==> src/rtl/acd_sweep_defs.sv <==
// rtl/acd_sweep_defs.sv - shared state encoding and sizing constants for acd_sweep
package acd_sweep_defs;

  localparam int DWELL_DEFAULT = 100;
  localparam int IDX_W         = 3;
  localparam int CNT_W         = 16;

  localparam logic [IDX_W-1:0] LAST_IDX = 3'd7;

  typedef enum logic [2:0] {
    ST_IDLE   = 3'd0,
    ST_DRIVE  = 3'd1,
    ST_SAMPLE = 3'd2,
    ST_WAIT   = 3'd3,
    ST_DONE   = 3'd4
  } state_t;

  // Counter value on the last DRIVE cycle of a dwell period
  function automatic logic [CNT_W-1:0] dwell_tc_value(input int dwell);
    return CNT_W'(dwell - 1);
  endfunction

endpackage

==> src/rtl/dwell_timer.sv <==
// rtl/dwell_timer.sv - 16-bit dwell counter with load, enable and terminal count
module dwell_timer
  import acd_sweep_defs::*;
#(
  parameter int DWELL = DWELL_DEFAULT
) (
  input  logic clk,
  input  logic rst,
  input  logic load,
  input  logic en,
  output logic tc
);

  logic [CNT_W-1:0] count;

  // Clear on load (each DRIVE entry), otherwise count enabled cycles
  always_ff @(posedge clk or posedge rst) begin
    if (rst) begin
      count <= '0;
    end else if (load) begin
      count <= '0;
    end else if (en) begin
      count <= count + 1'b1;
    end
  end

  // Terminal count marks the DWELL-th enabled cycle since the last load
  assign tc = en && (count == dwell_tc_value(DWELL));

endmodule

==> src/rtl/acd_sweep.sv <==
// rtl/acd_sweep.sv - exhaustive 3-input sweep capturing two truth tables
module acd_sweep
  import acd_sweep_defs::*;
#(
  parameter int DWELL = DWELL_DEFAULT
) (
  input  logic       clk,
  input  logic       rst,
  input  logic       start,
  input  logic       step_mode,
  input  logic       step,
  output logic       A,
  output logic       C,
  output logic       D,
  input  logic       F1,
  input  logic       F2,
  output logic [7:0] tt_f1,
  output logic [7:0] tt_f2,
  output logic       busy,
  output logic       done
);

  state_t           state;
  logic [IDX_W-1:0] idx;
  logic             drive_entry;
  logic             dwell_tc;

  // Any transition into DRIVE restarts the dwell period
  always_comb begin
    drive_entry = 1'b0;
    case (state)
      ST_IDLE, ST_DONE: drive_entry = start;
      ST_SAMPLE:        drive_entry = (idx != LAST_IDX) && !step_mode;
      ST_WAIT:          drive_entry = step;
      default:          drive_entry = 1'b0;
    endcase
  end

  dwell_timer #(
    .DWELL(DWELL)
  ) u_dwell_timer (
    .clk (clk),
    .rst (rst),
    .load(drive_entry),
    .en  (state == ST_DRIVE),
    .tc  (dwell_tc)
  );

  // Sweep sequencer: drive idx, dwell, sample results, advance or pause
  always_ff @(posedge clk or posedge rst) begin
    if (rst) begin
      state <= ST_IDLE;
      idx   <= '0;
      tt_f1 <= 8'h00;
      tt_f2 <= 8'h00;
      busy  <= 1'b0;
      done  <= 1'b0;
    end else begin
      case (state)
        ST_IDLE, ST_DONE: begin
          if (start) begin
            idx   <= '0;
            tt_f1 <= 8'h00;
            tt_f2 <= 8'h00;
            done  <= 1'b0;
            busy  <= 1'b1;
            state <= ST_DRIVE;
          end
        end
        ST_DRIVE: begin
          if (dwell_tc) begin
            state <= ST_SAMPLE;
          end
        end
        ST_SAMPLE: begin
          tt_f1[idx] <= F1;
          tt_f2[idx] <= F2;
          if (idx == LAST_IDX) begin
            busy  <= 1'b0;
            done  <= 1'b1;
            state <= ST_DONE;
          end else if (!step_mode) begin
            idx   <= idx + 1'b1;
            state <= ST_DRIVE;
          end else begin
            state <= ST_WAIT;
          end
        end
        ST_WAIT: begin
          if (step) begin
            idx   <= idx + 1'b1;
            state <= ST_DRIVE;
          end
        end
        default: begin
          busy  <= 1'b0;
          done  <= 1'b0;
          state <= ST_IDLE;
        end
      endcase
    end
  end

  assign A = idx[0];
  assign C = idx[1];
  assign D = idx[2];

endmodule

==> config.mk <==
export PLATFORM = sky130hd
export DESIGN_NAME = acd_sweep
export DESIGN_NICKNAME = d
export VERILOG_FILES = /design/src/rtl/acd_sweep_defs.sv /design/src/rtl/dwell_timer.sv /design/src/rtl/acd_sweep.sv
export SDC_FILE = /design/constraint.sdc
export NUM_CORES = 1
export LEC_CHECK = 0
export BUFFER_PORTS_ARGS = -buffer_cell sky130_fd_sc_hd__buf_2
export CAP_MARGIN = 10
export CORE_ASPECT_RATIO = 1.5
export CORE_MARGIN = 2
export CORE_UTILIZATION = 40
export CTS_BUF_LIST = sky130_fd_sc_hd__clkbuf_4 sky130_fd_sc_hd__clkbuf_8 sky130_fd_sc_hd__clkbuf_16
export DETAILED_ROUTE_END_ITERATION = 16
export PLACE_DENSITY_LB_ADDON = 0.08
export SLEW_MARGIN = 20
export SYNTH_ARGS = -nofsm -noshare
export SYNTH_HDL_FRONTEND = slang
export SYNTH_SLANG_ARGS = --single-unit
==> constraint.sdc <==
create_clock -name clk -period 3.9 [get_ports clk]
set_input_delay 0.39 -clock clk [delete_from_list [all_inputs] [get_ports clk]]
set_output_delay 0.39 -clock clk [all_outputs]
set_load 0.01 [all_outputs]
# Word-level counts from Yosys, hierarchy flattened
# Index checks and enable logic that the tools add are counted.
dict set report classes {
  addsub 2
  order_cmp 2
  n_reduce_logical 14
  n_mux 27
  n_eq_ne 13
  bitwise 1
}
# op count
set ops {}
lappend ops {{2-to-1 mux 16 bit} 2}
lappend ops {{one-hot mux 8 bit (2 select lines)} 2}
lappend ops {{2-to-1 mux 3 bit} 8}
lappend ops {{adder 16 x 1 -> 16 bit, second input constant} 1}
lappend ops {{bitwise mux 8 bit} 2}
lappend ops {{equality test 16 x 7 -> 1 bit, second input constant} 1}
lappend ops {{!= test 2 bit, second input constant} 6}
lappend ops {{one-hot mux 3 bit (4 select lines)} 1}
lappend ops {{one-hot mux 1 bit (3 select lines)} 3}
lappend ops {{one-hot mux 3 bit (3 select lines)} 1}
lappend ops {{2-to-1 mux 8 bit} 1}
lappend ops {{equality test 3 x 2 -> 1 bit, second input constant} 2}
lappend ops {{equality test 3 bit, second input constant} 2}
lappend ops {{AND reduction 3 bit} 2}
lappend ops {{2-to-1 mux 1 bit} 5}
lappend ops {{AND reduction 5 bit} 1}
lappend ops {{less-than comparator 3 x 4 -> 1 bit, second input constant} 1}
lappend ops {{nonzero test 2 bit} 2}
lappend ops {{OR reduction 2 bit} 2}
lappend ops {{adder 3 x 1 -> 3 bit, second input constant} 1}
lappend ops {{demux 1 bit (select 3 bit)} 1}
lappend ops {{equality test 3 x 1 -> 1 bit, second input constant} 1}
lappend ops {{greater-or-equal comparator 3 x 1 -> 1 bit, second input constant} 1}
lappend ops {{logical AND 1 bit} 3}
lappend ops {{7 further kinds} 7}
dict set report totals {
  output_inout_bits 21
  inputBits 7
  ff_bits 40
  word_cells 66
}

# Logic depth before layout (Yosys ltp)
# Gate-level depths: netlist of the first run.
dict set report depth {
  word_depth 6
  ltp_mapped 7
  mapped_depth_nobuf 6
}

# Cells and area by module
# A second synthesis of the first run with hierarchy kept.
dict set report hier_totals {
  cells_unflattened 201
  area_unflattened_um2 2028.2
}
# mod seq_area_each_um2 area_each_um2 n_inst cells_each
set by_module_without_submodules {}
lappend by_module_without_submodules {acd_sweep 600.6 1169.9 1 118}
lappend by_module_without_submodules {dwell_timer 400.4 858.3 1 83}

# Least setup slack after synthesis of the first run
# Ideal clock, no wire load.
dict set report synth_path {
  path_type {reg2reg}
  from {register idx[0]}
  to {register idx[0]}
  t_arrival_ns 1.711
  slack_ns 2.064
  setup_time_ns 0.125
  path_stages_with_launch 7
  required_ns 3.775
  n_path_buf 0
  synth_period_minus_slack_ns 1.836
  cell_sequence {dfrtp_1 -> ha_1 -> ha_1 -> nor3_1 -> a21oi_1 -> o22ai_2 -> mux2_2}
}
dict set report synth_between {
  elab_chain_cells 4
  word_cells_on_any_way 8
  classes_between {add/sub (1); eq/ne (2); mux (4); reduce/logical (1)}
}
# item line_no
set synth_rtl {}
lappend synth_rtl {{from (decl)} acd_sweep.sv:24} ;# logic [IDX_W-1:0] idx;
lappend synth_rtl {{from (signal assigned)} acd_sweep.sv:83} ;# idx <= idx + 1'b1;
lappend synth_rtl {{from (signal assigned)} acd_sweep.sv:91} ;# idx <= idx + 1'b1;
lappend synth_rtl {{adder 3 x 1 -> 3 bit} {acd_sweep.sv:83, acd_sweep.sv:91}}
lappend synth_rtl {{2-to-1 mux 3 bit} acd_sweep.sv:82} ;# end else if (!step_mode) begin
lappend synth_rtl {{2-to-1 mux 3 bit} acd_sweep.sv:78} ;# if (idx == LAST_IDX) begin
lappend synth_rtl {{one-hot mux 3 bit (3 select lines)} acd_sweep.sv:59} ;# case (state)
# Several ways; a longest one is shown, not always the timed one. The select of a mux whose other input is x is not followed.
# A chain may end at the register's enable or synchronous reset.

# Final worst setup path of the first run
# Ends and elaborated chain as after synthesis.

==> results of run 1 <==
-- cell families after synthesis --
logic type / count (synthesis) / synth area share, %
AND/OR/NAND/NOR: 87 / 23.1
AO/OA/AOI/OAI: 43 / 14.6
flip-flops: 40 / 49.2
buffers and inverters: 15 / 3.07
XOR/XNOR: 13 / 5.59
multiplexers: 5 / 2.58
adder cells (fa/ha/maj): 3 / 1.84
-- path summary, 6_finish.rpt --
path / startpoint / depth (start not counted) / slack [ns] / to
max in group asynchronous: rst / 3 / 3.35 / busy
min in group clk: step_mode / 3 / 0.37 / state[1]
min: rst / 3 / 0.20 / u_dwell_timer.count[4]
max reg2reg: idx[0] / 6 / 1.47 / idx[0]
max: idx[0] / 6 / 1.47 / idx[0]
min reg2reg: tt_f1[6] / 1 / 0.49 / tt_f1[6]
-- area by class of cell --
type | count | area [um2] | share of cell area, %
tap | 66 | 82.6 | 3.53
clock inverter | 1 | 30.0 | 1.28
inverter | 4 | 15.0 | 0.642
timing repair buffer | 28 | 143 | 6.10
multi-input combinational | 151 | 972 | 41.6
clock buffer | 7 | 96.3 | 4.12
sequential | 40 | 1000 | 42.8
-- critical path, stage by stage (launching register included) --
cell     delay [ns]
dfrtp_1        0.50
ha_1           0.25
ha_1           0.24
nor3_1         0.15
a21oi_1        0.07
o22ai_2        0.68
mux2_2         0.41
-- flip-flops by register name, indices dropped and copies added, names as in the netlist --
| register | flops |
|---|---|
| busy | 1 |
| done | 1 |
| idx | 3 |
| state | 3 |
| tt_f1 | 8 |
| tt_f2 | 8 |
| u_dwell_timer.count | 16 |
-- power by group --
group / switching [mW] / internal [mW]
combinational: 0.254 / 0.165
sequential: 0.0951 / 0.476
clock: 0.140 / 0.226
total: 0.489 / 0.866
-- cell usage in the layout (no fill, tap or decap) --
cell       synthesis  layout
nand4_4            2       2
and3_2             1       1
xor2_1             4       4
and4_2             1       1
nand3b_1           1       1
nand4bb_1          1       1
o22ai_2            1       1
nand2b_1           6       6
mux2i_1            3       3
nand4_1            6       6
a32o_1             2       2
nor3b_1            1       1
nor3_1             4       4
o31ai_1            2       2
xnor2_1            9       9
nor4_1             7       7
a21oi_1            8       8
and4bb_2           1       1
buf_4              1       1
inv_1              4       4
clkbuf_8           0       7
a21o_1             1       1
nand2_1           13      13
buf_2              2      27
or3b_2             1       1
mux2_2             2       2
dfrtp_1           40      40
a22oi_1            2       2
o21ai_0           12      12
bufinv_16          0       1
ha_1               3       3
o2bb2ai_1         13      13
nor2_1            32      32
o21ai_1            1       1
or3_1              3       3
nor2b_1            1       1
o32ai_1            1       1
nand3_1            6       6
-- stage by stage --
step | instances | hold slack [ns]
finish | 297 | 0.199
detailed placement | 289 | 0.468
CTS | 297 | 0.221
floorplan | 206 | 0.522
global route | 297 | 0.258
global placement | 289 | 0.472
-- per-layer routing --
metal / routed length, um / share of wire, % / vias to the layer above / global-route usage (%)
met4: 135 / 3.0 / 0 / 7.78
met1: 1900 / 42 / 794 / 20.9
li1: - / - / 786 / -
met5: 0 / 0 / - / 0
met2: 2290 / 50 / 53 / 29.3
met3: 207 / 4.6 / 12 / 4.71
==> impl_metrics.yaml, run 1 <==
place:
  post-place-ws_ns: 1.47
  gp_congestion: 0.873
  portBuffers: 27
  post_dp_cell_area_um2: 2210
  hpwl_mm: 3.21
floorplan:
  pin_count: 28
  start_util_pct: 42.0
  core_area_um2: 4850
  rows: 31
  die_x_um: 62.3
  dieHeight_um: 91.4
  die-area_um2: 5690
yosys:
  yosys-top-cells-count: "dfrtp_1 (40), nor2_1 (32), nand2_1 (13), o2bb2ai_1 (13), o21ai_0 (12)"
  synth_edf_count: 0
  ys_ff_latch: 40
  yosys_most_used_dff: "dfrtp_1"
  synth.net_count: 216
  yosysMostFrequentCell: "dfrtp_1"
  yosys.area.top_type: "dfrtp_1"
  syn-mean-instance-area_um2: 9.88
  syn_inst: 206
  ys_seq_area_share_pct: 49.2
  ys_types: 37
  syn_area_um2: 2040
  ys_warn_count: 0
  synth_top_area_share_pct: 49.2
  async_reset_ff_share_pct: 100
  ys_top_cells_by_area: "dfrtp_1 (49%), nor2_1 (5.9%), o2bb2ai_1 (5.6%)"
finish:
  drive_gt1_share_pct: 19.5
  design_area_um2: 2340
  final_util_pct: 48.3
  nFillCells: 479
  fin_nets: 240
  antenna_cells: 0
  area_delta_synth_final_pct: 14.9
grt:
  grt_max_degree: 41
  grt_pass1_wl_mm: 7.81
  grt_usage_pct: 17.5
  grt_pass1_vias: 1590
  grt_remaining_overflow: 0
  antenna_found_initial: 0
sta:
  finalCriticalPeriod_ns: 2.43
  timing.final.ws_setup_ns: 1.47
  setup-tns-final_ns: 0
  post-route-period-util_pct: 62.2
  setup_violations: 0
  hold_viol: 0
  rsz0062_at_grt: "false"
  worst_pin_slew_ns: 0.865
  slew_headroom_pct: 42.4
  max_freq_ghz: 0.412
  finClkSkew_ns: 0.00530
  slew_violations: 0
drt:
  vias: 1645
  routed_wl_mm: 4.53
  drc: 0
  drt_iter0_drc: 48
  ant_nets: 0
  wl_per_cell_um: 15.2
  drt-pass1-iter-count: 6
  via_per_inst: 5.54
clock_network:
  cts_tree: "yes"
  ctsResizeCount: 0
  postCtsHoldBufs: 0
  htree_levels: 2
  worstSkewPairLatency_ns: 0.29
  cts_num_sinks: 40
  clkSlewWorstSetupHoldPaths_ns: 0.08
  root_buffer: "clkbuf_8"
  cts_buffer_depth: 2
  cts_setup_buffers: 0
  cts_buffers: 5
setup_path:
  criticalPathCategory: "register to register"
  worstSetupEndpointType: "register"
  cp_max_fo: 19
  cp.required_ns: 4.08
  startpoint_type: "register"
  arrival_ns: 2.60
job:
  cap_violations: 0
power:
  power_mw: 1.36
  power_leakage_nw: 1.05
  peakVddDrop_v: 0.000234
  power_density_nw_per_um2: 579
worst_hold_path:
  min_path_type: "primary input to async pin"
status:
  status: "finished, final reports clean"
Note: power is estimated with default switching activity, not from simulation.
==> run 2, diff against run 1 <==
--- a/config.mk
+++ b/config.mk
@@ -5,6 +5,7 @@
 export SDC_FILE = /design/constraint.sdc
 export NUM_CORES = 1
 export LEC_CHECK = 0
+export ABC_AREA = 1
 export BUFFER_PORTS_ARGS = -buffer_cell sky130_fd_sc_hd__buf_2
 export CAP_MARGIN = 10
 export CORE_ASPECT_RATIO = 1.5
==> constraint.sdc (replaced) <==
create_clock -name clk -period 2.4 [get_ports clk]
set_input_delay 0.24 -clock clk [delete_from_list [all_inputs] [get_ports clk]]
set_output_delay 0.24 -clock clk [all_outputs]
set_load 0.01 [all_outputs]
==> impl_metrics.yaml, run 2 <==
status:
  status: "finished, final reports clean"
yosys:
  ys_top_cells_by_area: "dfrtp_1 (47%), nand2_1 (12%), nor2_1 (6.2%)"
  yosysMostFrequentCell: "nand2_1"
  synth_edf_count: 0
  ys_ff_latch: 40
  yosys_most_used_dff: "dfrtp_1"
  syn-mean-instance-area_um2: 7.89
  synth_top_area_share_pct: 47.3
  syn_area_um2: 2110
  ys_seq_area_share_pct: 47.3
  syn_inst: 268
  yosys-top-cells-count: "nand2_1 (69), dfrtp_1 (40), nor2_1 (35)"
  yosys.area.top_type: "dfrtp_1"
  ys_warn_count: 0
  synth.net_count: 278
  ys_types: 32
  async_reset_ff_share_pct: 100
setup_path:
  worstSetupEndpointType: "register"
  startpoint_type: "register"
  cp_max_fo: 16
  criticalPathCategory: "register to register"
  crit_chain: "ha_1 -> ha_1 -> or2_2 -> nor2_4 -> nor2_8 -> inv_4 -> nand3_1 -> o21ai_1"
  cpPeakStageDelay_ns: 0.46
  cp_top_family: "simple AND/OR/NAND/NOR gates"
  arrival_ns: 2.07
  cpMaxStageDelayCell: "dfrtp_1"
  worst-path-buf-inv: 1
  cp.required_ns: 2.62
  cpMostUsedCell: "ha_1"
finish:
  top_regs: "u_dwell_timer.count x16, tt_f1 x8, tt_f2 x8"
  final_common_cell: "nand2_1"
  drive_gt1_share_pct: 18.3
  largest_reg_flops: 16
  fin_nets: 310
  antenna_cells: 0
  top_register: "u_dwell_timer.count"
  final_cell_count_no_fill: 368
  area_delta_synth_final_pct: 14.2
  final_cell_mix: "nand2_1 (69), dfrtp_1 (40), nor2_1 (35)"
power:
  peakVddDrop_v: 0.000374
  power_density_nw_per_um2: 883
  power_mw: 2.13
  power_leakage_nw: 1.18
sta:
  finClkSkew_ns: 0.00461
  slew_violations: 0
  setup_violations: 0
  slew_headroom_pct: 65.3
  post-route-period-util_pct: 77.1
  rsz0062_at_grt: "false"
  setup-tns-final_ns: 0
  finalCriticalPeriod_ns: 1.85
  worst_pin_slew_ns: 0.521
  max_freq_ghz: 0.540
  timing.final.ws_setup_ns: 0.549
  hold_viol: 0
drt:
  drt_iter0_drc: 48
  vias: 1799
  routed_wl_mm: 4.85
  drt-pass1-iter-count: 4
  ant_nets: 0
  via_per_inst: 4.89
  wl_per_cell_um: 13.2
  drc: 0
grt:
  grt_max_degree: 41
  antenna_found_initial: 0
  grt_remaining_overflow: 0
  grt_usage_pct: 18.4
  grt_pass1_vias: 1810
  grt_pass1_wl_mm: 8.46
floorplan:
  die_x_um: 63.4
  dieHeight_um: 93.1
  core_area_um2: 5120
  start_util_pct: 41.3
  rows: 32
  pin_count: 28
  die-area_um2: 5900
job:
  cap_violations: 0
clock_network:
  htree_levels: 2
  cts_buffers: 5
  cts_setup_buffers: 0
  cts_buffer_depth: 2
  ctsResizeCount: 0
  root_buffer: "clkbuf_8"
  worstSkewPairLatency_ns: 0.29
  cts_num_sinks: 40
  postCtsHoldBufs: 0
  cts_tree: "yes"
  clkSlewWorstSetupHoldPaths_ns: 0.08
place:
  gp_congestion: 0.843
  portBuffers: 27
  dp_cells: 361
  post-place-ws_ns: 0.536
  hpwl_mm: 3.62
worst_hold_path:
  min_path_type: "primary input to async pin"
-- run 2: area by class of cell --
cell class	count	area (um2)
Fill cell	575	2710
Sequential cell	40	1000
Multi-Input combinational cell	195	975
Timing Repair Buffer	28	143
Inverter	30	115
Clock buffer	7	96.3
Tap cell	68	85.1
-- run 2: routing by layer --
metal  up-vias  part of all wire, %  wire length [um]  track usage, %
li1        926                    -                 -               -
met4         0                  1.6                78            6.52
met5         -                    0                 0               0
met3         7                  2.4               117            3.13
met1       845                   41              1980            20.1
met2        21                   55              2670            35.0
-- run 2: worst min-delay path, delay by kind of cell --
kind	cells	cell delay (ns)
buffers and inverters	3	0.55
-- run 2: cell families (layout without fill, tap and decap cells) --
logic type,after synthesis,after routing,synth area share [%]
compound gates,35,35,8.82
xor+xnor,5,5,2.07
fa+ha+maj,3,3,1.78
buf+inv,33,65,6.57
flops,40,40,47.3
simple gates,152,152,33.4
-- run 2: worst paths after layout --
check,from,endpoint,slack [ns],cells past startpoint
worst max-delay path,idx[0],idx[1],0.55,8
worst min-delay path,rst,tt_f1[5],0.05,3
worst max register to register,idx[0],idx[1],0.55,8
worst min register to register,tt_f2[5],tt_f2[5],0.48,2
max in group asynchronous,rst,tt_f1[3],1.97,3
min in group clk,start,busy,0.22,3
-- run 2: stage by stage --
stage / utilization [%] / hold slack [ns] / instance area [um2]
2_1_floorplan: - / 0.379 / 2110
3_3_place_gp: 45.2 / 0.400 / 2320
3_5_place_dp: 45.2 / 0.407 / 2320
4_1_cts: 47.1 / 0.0787 / 2410
5_1_grt: 47.1 / 0.115 / 2410
6_report: 47.1 / 0.0509 / 2410
-- run 2: power by group --
group | internal, mW | switching (mW)
Combinational | 0.237 | 0.503
Clock | 0.256 | 0.236
Sequential | 0.777 | 0.124
Total | 1.27 | 0.863
==> run 3, diff against run 2 <==
==> constraint.sdc (replaced) <==
create_clock -name clk -period 1.5 [get_ports clk]
set_input_delay 0.15 -clock clk [delete_from_list [all_inputs] [get_ports clk]]
set_output_delay 0.15 -clock clk [all_outputs]
set_load 0.01 [all_outputs]
==> impl_metrics.yaml, run 3 (synthesis results as in run 2) <==
status:
  status: "finished with violations"
  violations: "setup timing"
drt:
  routed_wl_mm: 5.03
  wl_per_cell_um: 13.0
  ant_nets: 0
  via_per_inst: 4.87
  drt_iter0_drc: 96
  vias: 1889
  drc: 0
  drt-pass1-iter-count: 4
setup_path:
  r2r_start: "idx[1]"
  cp.required_ns: 1.68
  startpoint_type: "register"
  worstSetupEndpointType: "register"
  arrival_ns: 1.69
  r2r_slack_ns: -0.01
  criticalPathCategory: "register to register"
  setup.worst_path.start: "idx[1]"
  cp_max_fo: 5
finish:
  top_regs: "u_dwell_timer.count x16, tt_f1 x8, tt_f2 x8"
  drive_gt1_share_pct: 30.3
  design_area_um2: 2680
  final_cell_mix: "nand2_1 (64), dfrtp_1 (37), nor2_1 (32)"
  area_delta_synth_final_pct: 26.5
  antenna_cells: 0
  largest_reg_flops: 16
  fin_nets: 330
  final_common_cell: "nand2_1"
  top_register: "u_dwell_timer.count"
clock_network:
  cts_num_sinks: 40
  clkSlewWorstSetupHoldPaths_ns: 0.07
  cts_tree: "yes"
  cts_buffers: 5
  htree_levels: 2
  root_buffer: "clkbuf_8"
  cts_buffer_depth: 2
  worstSkewPairLatency_ns: 0.29
power:
  p_int_mw: 2.25
  power_mw: 3.78
  power.switching_mw: 1.53
  switching_share_pct: 40.5
  power_density_nw_per_um2: 1410
  clkPwrFrac_pct: 18.3
  power_leakage_nw: 1.29
  p_seq_share_pct: 37.1
  peakVddDrop_v: 0.000760
  combPwrFrac_pct: 44.6
place:
  post-place-ws_ns: -0.0579
  post_dp_cell_area_um2: 2470
  hpwl_mm: 3.76
  portBuffers: 27
  gp_congestion: 0.843
worst_hold_path:
  min_path_type: "primary input to register"
  worstHoldStart: "start"
floorplan:
  rows: 32
  die_x_um: 63.4
  start_util_pct: 41.3
  pin_count: 28
  die-area_um2: 5900
  core_area_um2: 5120
  dieHeight_um: 93.1
sta:
  finClkSkew_ns: 0.00688
  worst_pin_slew_ns: 0.520
  post-route-period-util_pct: 101
  setup_violations: 6
  rsz0062_at_grt: "true"
  finalCriticalPeriod_ns: 1.51
  hold_viol: 0
  slew_headroom_pct: 65.3
  slew_violations: 0
  max_freq_ghz: 0.660
  timing.final.ws_setup_ns: -0.0145
grt:
  grt_pass1_vias: 1900
  antenna_found_initial: 0
  grt_remaining_overflow: 0
  grt_pass1_wl_mm: 8.53
  grt_max_degree: 41
  grt_usage_pct: 18.4
job:
  cap_violations: 0
==> run 3: cell count changes in the layout (fill, tap and decap cells not counted), moves of 3 or more <==
| cell | change |
|---|---|
| nor3_1 | -4 |
| nor2_2 | +3 |
| buf_4 | +17 |
| dfrtp_2 | +3 |
| nor2_1 | -3 |
| nand3_2 | +5 |
| dfrtp_1 | -3 |
| nor3_2 | +4 |
| nand3_1 | -5 |
| nand2_1 | -5 |
| nand2_2 | +4 |
==> run 3: final cells by class <==
type	count	area (um2)
Clock inverter	1	5.00
Inverter	30	129
Timing Repair Buffer	48	303
Tap cell	68	85.1
Sequential cell	40	1000
Multi-Input combinational cell	195	1070
Clock buffer	6	76.3
Fill cell	539	2450
==> run 3: final timing paths <==
path                                            to  cells after the start
setup / recovery           u_dwell_timer.count[11]                      8
hold / removal                                busy                      3
setup reg to reg           u_dwell_timer.count[11]                      8
hold reg to reg                           tt_f2[0]                      2
max in group asynchronous                 state[0]                      4
min in group asynchronous   u_dwell_timer.count[5]                      4
==> run 3: what timing repair did <==
action | CTS | global route
hold endpoints to repair | 25 | 0
pin swaps | 0 | 2
hold buffers | 1 | 0
setup endpoints to repair | 17 | 26
gates resized for setup | 7 | 20
buffers inserted | 1 | 2
==> run 3: worst max-delay path, stage by stage, from the launching register on <==
cell and delay [ns]:
dfrtp_2 0.43, ha_4 0.17, ha_4 0.15, or2_4 0.23
nor2_4 0.16, nor2_8 0.07, buf_6 0.13, nand2_2 0.05
nor2_1 0.03
==> run 3: per-layer routing <==
metal | wire length (um) | vias to the layer above | track usage, %
li1 | - | 971 | -
met1 | 2050 | 891 | 20.0
met2 | 2800 | 22 | 35.6
met3 | 111 | 5 | 2.65
met4 | 66 | 0 | 6.52
met5 | 0 | - | 0
==> run 3: through the flow <==
step	TNS, ns	utilization (%)	cells	hold WS, ns
after detailed placement	-0.191	48.2	377	0.308
after global placement	-0.0439	48.2	377	0.312
final	-0.0519	52.2	388	0.130
after global routing	-0.543	52.2	388	0.155
after CTS	-0.00112	50.6	386	0.136
after floorplan	-0.504	-	268	0.289
==> run 3: power by group through the flow <==
stage | logic, mW | registers (mW) | clock network, mW
final | 1.69 | 1.40 | 0.690
after global routing | 1.89 | 1.43 | 0.741
after CTS | 1.58 | 1.41 | 0.717
after detailed placement | 1.49 | 1.43 | 0
after global placement | 1.49 | 1.42 | 0
after floorplan | 0.929 | 1.46 | 0
